--- src/rtl/slurm32_cpu_decode_sb_pkg.sv ---
// Shared decode definitions: instruction classes, link registers and field extractors.
package slurm32_cpu_decode_sb_pkg;

   localparam int unsigned INS_BITS   = 32;
   localparam int unsigned FIELD_BITS = 4;

   localparam logic [FIELD_BITS-1:0] LINK_REGISTER           = 4'd15;
   localparam logic [FIELD_BITS-1:0] INTERRUPT_LINK_REGISTER = 4'd14;

   // Opcode byte ins[31:24]; '?' bits are don't-care sub-operations
   localparam logic [7:0] CLS_RET        = 8'b0001_0000;
   localparam logic [7:0] CLS_IRET       = 8'b0001_0001;
   localparam logic [7:0] CLS_ALU_SINGLE = 8'b0010_????;
   localparam logic [7:0] CLS_ALU_RR     = 8'b0011_????;
   localparam logic [7:0] CLS_COND_RR    = 8'b0100_????;
   localparam logic [7:0] CLS_ALU_RI     = 8'b0101_????;
   localparam logic [7:0] CLS_BRANCH     = 8'b0110_????;
   localparam logic [7:0] CLS_LOAD       = 8'b0111_????;
   localparam logic [7:0] CLS_STORE      = 8'b1000_????;

   typedef struct packed {
      logic [FIELD_BITS-1:0] rega;
      logic [FIELD_BITS-1:0] regb;
      logic [FIELD_BITS-1:0] regc;
      logic                  wr_en;
      logic [FIELD_BITS-1:0] wr_sel;
   } dec_t;

   function automatic logic [FIELD_BITS-1:0] reg_dst_from_ins(input logic [INS_BITS-1:0] ins);
      return ins[23:20];
   endfunction

   function automatic logic [FIELD_BITS-1:0] reg_src_from_ins(input logic [INS_BITS-1:0] ins);
      return ins[19:16];
   endfunction

   function automatic logic [FIELD_BITS-1:0] reg_src2_from_ins(input logic [INS_BITS-1:0] ins);
      return ins[15:12];
   endfunction

   function automatic logic [FIELD_BITS-1:0] reg_branch_ind_from_ins(input logic [INS_BITS-1:0] ins);
      return ins[11:8];
   endfunction

   function automatic logic is_ret_or_iret(input logic [INS_BITS-1:0] ins);
      return (ins[31:24] == CLS_RET) || (ins[31:24] == CLS_IRET);
   endfunction

   // Register selects for one instruction; a write to r0 is never reported
   function automatic dec_t decode_ins(input logic [INS_BITS-1:0] ins);
      dec_t d;
      logic dst_used;
      d        = '0;
      dst_used = 1'b0;
      if (is_ret_or_iret(ins)) begin
         d.rega = (ins[31:24] == CLS_IRET) ? INTERRUPT_LINK_REGISTER : LINK_REGISTER;
      end else begin
         casez (ins[31:24])
            CLS_ALU_SINGLE: begin
               d.regb   = reg_src2_from_ins(ins);
               dst_used = 1'b1;
            end
            CLS_ALU_RR, CLS_COND_RR: begin
               d.rega   = reg_src_from_ins(ins);
               d.regb   = reg_src2_from_ins(ins);
               dst_used = 1'b1;
            end
            CLS_ALU_RI, CLS_LOAD: begin
               d.rega   = reg_src_from_ins(ins);
               dst_used = 1'b1;
            end
            CLS_BRANCH: d.rega = reg_branch_ind_from_ins(ins);
            CLS_STORE: begin
               d.rega = reg_src_from_ins(ins);
               d.regc = reg_src2_from_ins(ins);
            end
            default: ;
         endcase
      end
      if (dst_used && (reg_dst_from_ins(ins) != '0)) begin
         d.wr_en  = 1'b1;
         d.wr_sel = reg_dst_from_ins(ins);
      end
      return d;
   endfunction

endpackage

--- src/rtl/slurm32_cpu_scoreboard.sv ---
// Per-register in-flight write counters with pending/full status.
// SLURM32_DECODE_SB_BYPASS_EN: a counter at 1 retiring this cycle is not reported pending.
module slurm32_cpu_scoreboard
   import slurm32_cpu_decode_sb_pkg::*;
#(
   parameter int unsigned REGISTER_BITS = 4,
   parameter int unsigned CNT_BITS      = 2
) (
   input  logic                          i_clk,
   input  logic                          i_rst,
   input  logic                          i_inc_en,
   input  logic [REGISTER_BITS-1:0]      i_inc_sel,
   input  logic                          i_dec_en,
   input  logic [REGISTER_BITS-1:0]      i_dec_sel,
   output logic [(2**REGISTER_BITS)-1:0] o_pending_c,
   output logic [(2**REGISTER_BITS)-1:0] o_full_c
);

   localparam int unsigned NREGS = 2**REGISTER_BITS;
   localparam logic [CNT_BITS-1:0] CNT_MAX = '1;

   logic [CNT_BITS-1:0] r_cnt [NREGS];
   logic [NREGS-1:0]    w_inc;
   logic [NREGS-1:0]    w_dec;

   always_comb begin
      w_inc       = '0;
      w_dec       = '0;
      o_pending_c = '0;
      o_full_c    = '0;
      for (int unsigned i = 1; i < NREGS; i++) begin
         w_inc[i]    = i_inc_en && (i_inc_sel == REGISTER_BITS'(i));
         w_dec[i]    = i_dec_en && (i_dec_sel == REGISTER_BITS'(i));
         o_full_c[i] = (r_cnt[i] == CNT_MAX);
`ifdef SLURM32_DECODE_SB_BYPASS_EN
         o_pending_c[i] = (r_cnt[i] != '0) && !(w_dec[i] && (r_cnt[i] == CNT_BITS'(1)));
`else
         o_pending_c[i] = (r_cnt[i] != '0);
`endif
      end
   end

   // Simultaneous issue and writeback to one register cancel out
   always_ff @(posedge i_clk) begin
      for (int unsigned i = 0; i < NREGS; i++) begin
         if (i_rst) begin
            r_cnt[i] <= '0;
         end else if (w_inc[i] && !w_dec[i]) begin
            r_cnt[i] <= r_cnt[i] + CNT_BITS'(1);
         end else if (w_dec[i] && !w_inc[i] && (r_cnt[i] != '0)) begin
            r_cnt[i] <= r_cnt[i] - CNT_BITS'(1);
         end
      end
   end

   a_wb_to_idle: assert property (@(posedge i_clk) disable iff (i_rst)
      i_dec_en |-> (r_cnt[i_dec_sel] != '0))
      else $error("writeback retired to a register with no write in flight");

endmodule

--- src/rtl/slurm32_cpu_decode_sb.sv ---
// Decode stage: one holding register, register selects and scoreboard hazard stall.
// SLURM32_DECODE_SB_BYPASS_EN lets a source issue in the same cycle as its final writeback.
module slurm32_cpu_decode_sb
   import slurm32_cpu_decode_sb_pkg::*;
#(
   parameter int unsigned BITS          = 32,
   parameter int unsigned REGISTER_BITS = 4,
   parameter int unsigned CNT_BITS      = 2
) (
   input  logic                     CLK,
   input  logic                     RST,
   input  logic                     in_valid,
   output logic                     in_ready,
   input  logic [BITS-1:0]          instruction,
   input  logic                     flush,
   output logic                     out_valid,
   input  logic                     out_ready,
   output logic [BITS-1:0]          out_instruction,
   output logic [REGISTER_BITS-1:0] regA_sel,
   output logic [REGISTER_BITS-1:0] regB_sel,
   output logic [REGISTER_BITS-1:0] regC_sel,
   output logic                     wr_en,
   output logic [REGISTER_BITS-1:0] wr_sel,
   input  logic                     wb_valid,
   input  logic [REGISTER_BITS-1:0] wb_sel
);

   localparam int unsigned NREGS = 2**REGISTER_BITS;

   logic                     r_held;
   logic [BITS-1:0]          r_ins;
   logic [REGISTER_BITS-1:0] r_rega;
   logic [REGISTER_BITS-1:0] r_regb;
   logic [REGISTER_BITS-1:0] r_regc;
   logic                     r_wr_en;
   logic [REGISTER_BITS-1:0] r_wr_sel;

   dec_t                     w_dec;
   logic [REGISTER_BITS-1:0] w_wr_sel;
   logic                     w_wr_en;
   logic [NREGS-1:0]         w_pending;
   logic [NREGS-1:0]         w_full;
   logic                     w_hazard;
   logic                     w_issue;
   logic                     w_accept;

   always_comb begin
      w_dec    = decode_ins(INS_BITS'(instruction));
      w_wr_sel = REGISTER_BITS'(w_dec.wr_sel);
      w_wr_en  = w_dec.wr_en && (w_wr_sel != '0);
   end

   // Stall on any in-flight source write, or a destination counter about to overflow
   always_comb begin
      w_hazard = 1'b0;
      if ((r_rega != '0) && w_pending[r_rega]) w_hazard = 1'b1;
      if ((r_regb != '0) && w_pending[r_regb]) w_hazard = 1'b1;
      if ((r_regc != '0) && w_pending[r_regc]) w_hazard = 1'b1;
      if (r_wr_en && w_full[r_wr_sel])          w_hazard = 1'b1;
   end

   assign out_valid = r_held && !w_hazard;
   assign w_issue   = out_valid && out_ready;
   assign in_ready  = !r_held || w_issue;
   assign w_accept  = in_valid && in_ready;

   // Flush wins over a same-cycle accept; issue+accept replaces contents without a bubble
   always_ff @(posedge CLK) begin
      if (RST) begin
         r_held   <= 1'b0;
         r_ins    <= '0;
         r_rega   <= '0;
         r_regb   <= '0;
         r_regc   <= '0;
         r_wr_en  <= 1'b0;
         r_wr_sel <= '0;
      end else if (flush) begin
         r_held <= 1'b0;
      end else if (w_accept) begin
         r_held   <= 1'b1;
         r_ins    <= instruction;
         r_rega   <= REGISTER_BITS'(w_dec.rega);
         r_regb   <= REGISTER_BITS'(w_dec.regb);
         r_regc   <= REGISTER_BITS'(w_dec.regc);
         r_wr_en  <= w_wr_en;
         r_wr_sel <= w_wr_en ? w_wr_sel : '0;
      end else if (w_issue) begin
         r_held <= 1'b0;
      end
   end

   slurm32_cpu_scoreboard #(
      .REGISTER_BITS (REGISTER_BITS),
      .CNT_BITS      (CNT_BITS)
   ) u_sb (
      .i_clk       (CLK),
      .i_rst       (RST),
      .i_inc_en    (w_issue && r_wr_en),
      .i_inc_sel   (r_wr_sel),
      .i_dec_en    (wb_valid),
      .i_dec_sel   (wb_sel),
      .o_pending_c (w_pending),
      .o_full_c    (w_full)
   );

   assign out_instruction = r_ins;
   assign regA_sel        = r_rega;
   assign regB_sel        = r_regb;
   assign regC_sel        = r_regc;
   assign wr_en           = r_wr_en;
   assign wr_sel          = r_wr_sel;

endmodule
--- config.mk ---
export PLATFORM = sky130hd
export DESIGN_NAME = slurm32_cpu_decode_sb
export DESIGN_NICKNAME = d
export VERILOG_FILES = /design/src/rtl/slurm32_cpu_decode_sb_pkg.sv /design/src/rtl/slurm32_cpu_scoreboard.sv /design/src/rtl/slurm32_cpu_decode_sb.sv
export SDC_FILE = /design/constraint.sdc
export NUM_CORES = 1
export LEC_CHECK = 0
export BUFFER_PORTS_ARGS = -buffer_cell sky130_fd_sc_hd__buf_4
export CAP_MARGIN = 20
export CORE_MARGIN = 3
export CORE_UTILIZATION = 35
export CTS_CLUSTER_SIZE = 12
export DETAILED_ROUTE_END_ITERATION = 10
export MAX_ROUTING_LAYER = met4
export PLACE_DENSITY = 0.6
export SKIP_CTS_REPAIR_TIMING = 1
export SYNTH_ARGS = -nofsm -noshare
export SYNTH_HDL_FRONTEND = slang
export SYNTH_HIERARCHICAL = 1
export SYNTH_SLANG_ARGS = --single-unit
--- constraint.sdc ---
create_clock -name CLK -period 3.59 [get_ports CLK]
set_clock_uncertainty 0.2 [all_clocks]
set_input_delay 0.1795 -clock CLK [delete_from_list [all_inputs] [get_ports CLK]]
set_output_delay 0.1795 -clock CLK [all_outputs]
set_load 0.05 [all_outputs]
==> results by group <==
Die
  – Core footprint: 14800 um^2
  – Die H: 130 um
  – Die area: 16900 um^2
  – IO Pins: 93
  – Initial Util: 0.363
  – Overall die width: 130 um
  – Num rows: 44

Worst setup path
  – Critical Path RT: 3.44 ns
  – Max stage delay on crit path: 0.51 ns
  – Slowest cell on the critical path: mux4_2
  – Endpoint class of the critical path: register
  – Crit Path Max Fanout: 5
  – CP arrival: 3.43 ns
  – Critical Path, Cell by Cell: inv_1 -> ha_2 -> inv_1 -> mux4_2 -> mux4_2 -> a211oi_4 -> and3_4 -> and3_4 -> or3b_4 -> o21ai_2 -> o311ai_2
  – Worst setup SP type: register
  – Worst Setup Path Type: reg -> reg
  – FF-to-FF setup slack: 0.005 ns

Global routing
  – Initial antenna violation count: 0
  – Met2 global-route usage: 0.280
  – Met3 usage: 0.0434
  – Met1 GRT Util: 0.240
  – Vias in the first global route: 4680
  – First-pass GRT wire length: 23800 um
  – Total track usage: 0.185
  – Largest net degree at the start of global routing: 98
  – GRT overflow: 0
  – Busiest grt layer: met2

Routing
  – TritonRoute pass-1 iters: 7
  – DRC: 0
  – Via count: 4784
  – Via-to-Cell Ratio: 5.38
  – Drt total wl: 15500 um
  – DR WL/cell: 17.4 um
  – DRT antenna net count: 0
  – Starting DRC count in detailed routing: 400

Power and ir drop
  – Final Power: 2.52 mW
  – Cell area power density: 342 nW/um^2
  – Max IR drop VDD: 0.000230 V
  – Lkg Pwr: 3.02 nW

Logic synthesis
  – Yosys warning count: 6
  – Mapped Nets: 614
  – Mean Syn Cell Area: 9.89 um^2
  – Post-synthesis cell count: 544
  – Synthesized area: 5380 um^2

Place
  – Global placer's final weighted congestion: 0.991
  – Pre-CTS setup slack: -0.0521 ns
  – I/O Buffers: 92
  – DPL Wire Length: 11400 um

Clocking
  – Clock Path Buffers: 2
  – H-Tree Depth: 3
  – Clk root buf: clkbuf_16
  – Clock sinks: 80
  – CTS tree: built
  – Worst skew pair latency: 0.35 ns
  – Clock transition at path regs: 0.06 ns
  – Num CTS Buffers: 9

Timing
  – Slew Viols, Final: 0
  – Fmax: 279 MHz
  – Min cycle time layout: 3.59 ns
  – Period utilization: 0.999
  – RSZ-0062 raised after global routing: yes
  – Slew @ Worst Pin: 0.879 ns
  – Worst hold slack: 0.136 ns
  – Setup ws final: 0.00457 ns
  – Final hold vios: 0
  – # setup viols final: 0
  – Relative slew margins: 0.409

Cells and area
  – Area Growth Syn to Fin: 36.9%
  – Commonest cells after routing, fill and taps aside: buf_4, nand2b_1, mux2i_1
  – Diode count: 0
  – Nets: 770
  – Leading cell type in the layout, fill and taps excluded: buf_4
  – Final Util: 0.498
  – Layout cells sized above 1: 0.315

Worst hold path
  – Hold Path Class: in -> reg

Run
  – Max Cap Viol: 0

Outcome
  – Status: complete, no violations
[per-layer routing]
metal  routed length, um  vias to the layer above
met5                   0                        -
met4                 366                        0
met3                1070                       25
met2                7140                      176
met1                6920                     2286
li1                    -                     2297
[registers in the layout, indices dropped and copies added (netlist names)]
| register | flops |
|---|---|
| r_held | 1 |
| regA_sel | 4 |
| out_instruction | 32 |
| wr_en | 1 |
| u_sb/r_cnt | 30 |
| regB_sel | 4 |
| wr_sel | 4 |
| regC_sel | 4 |
[layout make-up]
type                       count  area [um^2]
fill                        1335         7440
multi-input combinational    383         3300
sequential                    80         1910
timing repair buffer         176         1450
clock buffer                  11          253
tap                          184          230
inverter                      50          188
clock inverter                 5         37.5
[where the power goes]
part	internal, mW	switching, mW	leakage (nW)	total, mW
registers	0.989	0.0397	0.722	1.03
clock network	0.511	0.385	0.143	0.895
logic	0.260	0.339	2.16	0.599
total	1.76	0.763	3.02	2.52
[worst paths after layout]
check	start	end	cells after the start
worst max-delay path	u_sb/r_cnt[1][6]	u_sb/r_cnt[0][3]	11
worst max register to register	u_sb/r_cnt[1][6]	u_sb/r_cnt[0][3]	11
worst min-delay path	wb_sel[0]	u_sb/r_cnt[0][8]	4
worst min register to register	out_instruction[5]	out_instruction[5]	2
[worst max-delay path, delay by kind of cell (launching register included)]
kind	cells	cell delay, ns
multiplexers	2	0.97
AND/OR/NAND/NOR	3	0.86
AO/OA/AOI/OAI	3	0.53
flip-flops	1	0.40
adder cells (fa/ha/maj)	1	0.18
buffers and inverters	2	0.15
[through the flow]
stage / area (um^2) / TNS [ns] / instances
after global placement: 6610 / -0.00345 / 836
after global routing: 7370 / -0.992 / 889
after detailed placement: 6610 / -0.283 / 836
final: 7370 / 0 / 889
after CTS: 6900 / -0.539 / 852
after floorplan: 5470 / -0.882 / 544
Note: power is estimated with default switching activity, not from simulation.
